## config.mk

```make
export PLATFORM = sky130hd
export DESIGN_NAME = fetch_ctrl
export DESIGN_NICKNAME = d
export VERILOG_FILES = /design/src/rtl/fetch_ctrl.sv
export SDC_FILE = /design/constraint.sdc
export NUM_CORES = 1
export LEC_CHECK = 0
export ABC_AREA = 1
export BUFFER_PORTS_ARGS = -buffer_cell sky130_fd_sc_hd__buf_2
export CORE_MARGIN = 5
export CORE_UTILIZATION = 50
export DETAILED_ROUTE_END_ITERATION = 8
export PLACE_DENSITY = 0.92
export SLEW_MARGIN = 20
export SYNTH_ARGS = -nofsm -noshare
export SYNTH_HDL_FRONTEND = slang
export SYNTH_SLANG_ARGS = --single-unit
export TNS_END_PERCENT = 30
```

## constraint.sdc

```tcl
create_clock -name clk -period 1.9 [get_ports clk]
set_clock_uncertainty 0.1 [all_clocks]
set_input_delay 0.095 -clock clk [delete_from_list [all_inputs] [get_ports clk]]
set_output_delay 0.095 -clock clk [all_outputs]
set_load 0.01 [all_outputs]
```

## src/rtl/fetch_ctrl.sv

```systemverilog
// Instruction fetch controller: drives next PC, captures the IF/ID register,
// and tracks fetch/bubble statistics across BOOT, RUN and HALTED states.
module fetch_ctrl #(
  parameter logic [31:0] RESET_VECTOR = 32'h0000_0000
) (
  input  logic        clk,
  input  logic        reset,
  input  logic [31:0] pc_out,
  input  logic [31:0] instr_in,
  input  logic        stall,
  input  logic        halt,
  input  logic        redirect_valid,
  input  logic [31:0] redirect_target,
  output logic [31:0] pc_in,
  output logic [31:0] if_id_pc,
  output logic [31:0] if_id_instr,
  output logic        if_id_valid,
  output logic [31:0] fetch_count,
  output logic [15:0] bubble_count,
  output logic        misalign_err,
  output logic [1:0]  fetch_state
);

  typedef enum logic [1:0] {
    ST_BOOT   = 2'd0,
    ST_RUN    = 2'd1,
    ST_HALTED = 2'd2
  } state_t;

  state_t      state;
  logic [31:0] redirect_aligned;
  logic        redirect_misaligned;
  logic [15:0] bubble_next;

  assign redirect_aligned    = {redirect_target[31:2], 2'b00};
  assign redirect_misaligned = (redirect_target[1:0] != 2'b00);
  assign bubble_next         = (bubble_count == 16'hFFFF) ? bubble_count : bubble_count + 16'd1;
  assign fetch_state         = state;

  // Next-PC select; the unused encoding falls into the BOOT path.
  always_comb begin
    pc_in = RESET_VECTOR;
    if (!reset) begin
      case (state)
        ST_RUN: begin
          if (redirect_valid)
            pc_in = redirect_aligned;
          else if (halt || stall)
            pc_in = pc_out;
          else
            pc_in = pc_out + 32'd4;
        end
        ST_HALTED: begin
          if (redirect_valid)
            pc_in = redirect_aligned;
          else
            pc_in = pc_out;
        end
        default: pc_in = RESET_VECTOR;
      endcase
    end
  end

  always_ff @(posedge clk) begin
    if (reset) begin
      state        <= ST_BOOT;
      if_id_pc     <= 32'd0;
      if_id_instr  <= 32'd0;
      if_id_valid  <= 1'b0;
      fetch_count  <= 32'd0;
      bubble_count <= 16'd0;
      misalign_err <= 1'b0;
    end else begin
      case (state)
        ST_RUN: begin
          if (redirect_valid) begin
            // Wrong-path instruction is killed; stall/halt are ignored this cycle.
            if_id_valid  <= 1'b0;
            bubble_count <= bubble_next;
            if (redirect_misaligned)
              misalign_err <= 1'b1;
          end else if (halt) begin
            if_id_valid <= 1'b0;
            state       <= ST_HALTED;
          end else if (stall) begin
            bubble_count <= bubble_next;
          end else begin
            if_id_pc    <= pc_out;
            if_id_instr <= instr_in;
            if_id_valid <= 1'b1;
            fetch_count <= fetch_count + 32'd1;
          end
        end
        ST_HALTED: begin
          if_id_valid <= 1'b0;
          if (redirect_valid) begin
            bubble_count <= bubble_next;
            state        <= ST_RUN;
            if (redirect_misaligned)
              misalign_err <= 1'b1;
          end
        end
        default: begin
          if_id_valid <= 1'b0;
          state       <= ST_RUN;
        end
      endcase
    end
  end

endmodule

```

==> run metrics <==
DRC marker count from the first detailed-route iteration 918; Reg2Reg Launch Point fetch_state[1]; fraction of the yosys area taken by sequential cells 0.342; RSZ-0062 raised after global routing true; Synth Net Count 1209; Most used DFF post-synth dfxtp_1; TritonCTS clock tree built; Net count, final 1542; half-perimeter wire length after placement 17.5 mm; Cell Rows 42; total setup violations reported at the end of the flow 31; Remaining DRCs 0; nature of the critical path endpoint output pin; initial core utilization 0.510; number of synthesized flops with an enable pin 0; post-synth design cell area 0.00678 mm^2; antenna fix cells 0; cell count after synthesis 1103; worst min-delay path startpoint reset; clock period minus final worst setup slack 2.18 ns; vertical extent of the die 126 um; Setup crit start fetch_state[1]; arrival time of data at the critical path endpoint 1.98 ns; pin count of the biggest net entering global routing 58; number of buffers added by the clock tree synthesis step 17; worst-skew pair later-pin latency around 0.43 ns; post-CTS clock slew at the launch and capture registers of the worst setup and hold paths 0.06 ns; commonest non-fill, non-tap cell in the layout nand2_1; Die X-Extent 126 um; final worst-path setup slack -0.279 ns; share of flip-flops with an asynchronous set or reset after synthesis 0; maximum fanout count along the critical path 4; max-cap violations 0; number of instances on the worst hold path 4; CP required 1.70 ns; P&R area growth vs syn 48.0%; global-route total usage across every layer 0.313; standard cell area after detailed placement 0.00837 mm^2; standard cell core area 0.0133 mm^2; aggregate routed wire length 27.0 mm; initial antenna violation count 0; Worst Setup Start Kind register; RePlAce Congestion 1.02; CTS Sinks 116; Tightest Pin Transition 0.687 ns; vias after detailed routing 9167; Final Hold Vio Count 0; number of antenna-violating nets in the routed design 0; worst min-delay path category in -> reg; Peak VDD IR 0.000563 V; layout filler cell count 927; detailed-routing iteration count for the pre-antenna-repair pass 6; Max Root-Sink Buffers 2; period utilization 1.15; count of yosys warnings during synthesis 0; ratio of cells with drive above 1 in the final layout 0.285; aggregate global routing overflow 0; number of standard cells in the layout, taps in and fillers out roughly 1.6k; violations in the final reports setup timing; CTS root buf clkbuf_16; worst-case setup slack after placement -0.00734 ns; die area 0.0160 mm^2; wire length per cell approximately 17 um; flops & latches, synth 116; count of unique library cells instantiated by Yosys 38; total power divided by cell area 678 mW/mm^2; category of the critical setup timing path reg -> out; first-pass GRT wire length ~41 mm; result of the run finished, violations left; worst max-slew margin expressed relative to the limit 0.542; cell total after placement 1518; vias per cell 5.64; total power 6800 uW; Worst Reg-to-Reg Cells 12; Slew Viols, Final 0; num ports 249; cell area after layout between 0.01 and 0.015 mm^2; Util after Layout 0.755; via count of the first global-routing pass between 8k and 9k; highest achievable clock rate 459 MHz; PortBufs 248; total leakage power 0.00440 uW; H-tree level count 4; commonest non-fill, non-tap cells in the layout 255 x nand2_1, 247 x buf_2, 214 x nor2_1; average size of a mapped cell approximately 6.1 um^2
logic make-up (layout without fill, tap and decap cells):
kind of cell | count (synthesis) | after routing | share of synthesized area
xor gates and xnor gates | 12 | 12 | 0.0155
AOI/OAI and AO/OA | 215 | 215 | 0.166
and+or+nand+nor | 620 | 620 | 0.389
buffers and inverters | 135 | 481 | 0.0777
DFF | 116 | 116 | 0.342
adders and majority gates | 5 | 5 | 0.00923
critical path, stage by stage (launching register included):
cell and delay (ns):
dfxtp_4 0.37, inv_4 0.06, ha_4 0.15, inv_4 0.05, nor2_4 0.08, nand2_2 0.08
buf_6 0.13, o211ai_1 0.20, o211ai_1 0.14, a21oi_2 0.15, buf_2 0.15
routing by layer:
metal  vias to the layer above  track usage  part of all wire
li1                       4274            -                 -
met1                      4083        0.348              0.36
met2                       647        0.534              0.48
met3                       163       0.0740             0.099
met4                         0        0.204             0.067
met5                         -            0                 0
flip-flops by register name (all words and copies together), names as in the netlist:
signal	flops
fetch_count	32
if_id_instr	32
if_id_pc	32
bubble_count	16
fetch_state	2
if_id_valid	1
misalign_err	1
synthesized netlist by cell type, types with 5 or more instances:
library cell | count | share of area
a211oi_1 | 11 | 0.012
a21oi_1 | 97 | 0.072
buf_2 | 9 | 0.0066
clkbuf_1 | 35 | 0.019
dfxtp_1 | 116 | 0.34
ha_1 | 5 | 0.0092
inv_1 | 83 | 0.046
nand2_1 | 256 | 0.14
nand3_1 | 61 | 0.045
nand3b_1 | 13 | 0.014
nand4_1 | 21 | 0.019
nor2_1 | 227 | 0.13
nor2_4 | 5 | 0.0083
nor3_1 | 15 | 0.011
o21ai_0 | 98 | 0.072
or2_2 | 5 | 0.0046
xor2_1 | 10 | 0.013
where the power goes:
part           internal [uW]  switching, uW  total [uW]
Sequential              2490           39.3        2530
Clock                   1870           1300        3170
Combinational            460            645        1100
metrics by stage:
stage	setup TNS, ns	hold slack, ns
after global routing	-7.24	0.0508
after global placement	0	0.243
after floorplan	0	0.137
after detailed placement	-0.00734	0.251
final	-4.03	0.0219
after CTS	-4.26	0.000858
what timing repair did:
action	4_1_cts	5_1_grt
resized for setup	49	67
pin swaps	14	19
hold buffers	68	0
setup endpoints to repair	39	60
buffers inserted	5	4
hold endpoints to repair	66	0
path summary, 6_finish.rpt:
kind	to	slack, ns
setup / recovery	pc_in[5]	-0.28
hold / removal	if_id_pc[13]	0.02
setup reg to reg	fetch_count[16]	0.03
hold reg to reg	if_id_pc[2]	0.36
cell type report:
| type | instances | area, um^2 | share of cell area |
|---|---|---|---|
| clock buffers | 18 | 439 | 0.0438 |
| clock inverters | 14 | 141 | 0.0141 |
| inverters | 87 | 337 | 0.0335 |
| multi-input cells | 852 | 4210 | 0.419 |
| flip-flops and latches | 116 | 2330 | 0.232 |
| well taps | 176 | 220 | 0.0219 |
| repair buffers | 362 | 2360 | 0.235 |
(Power assumes the default switching activity.)
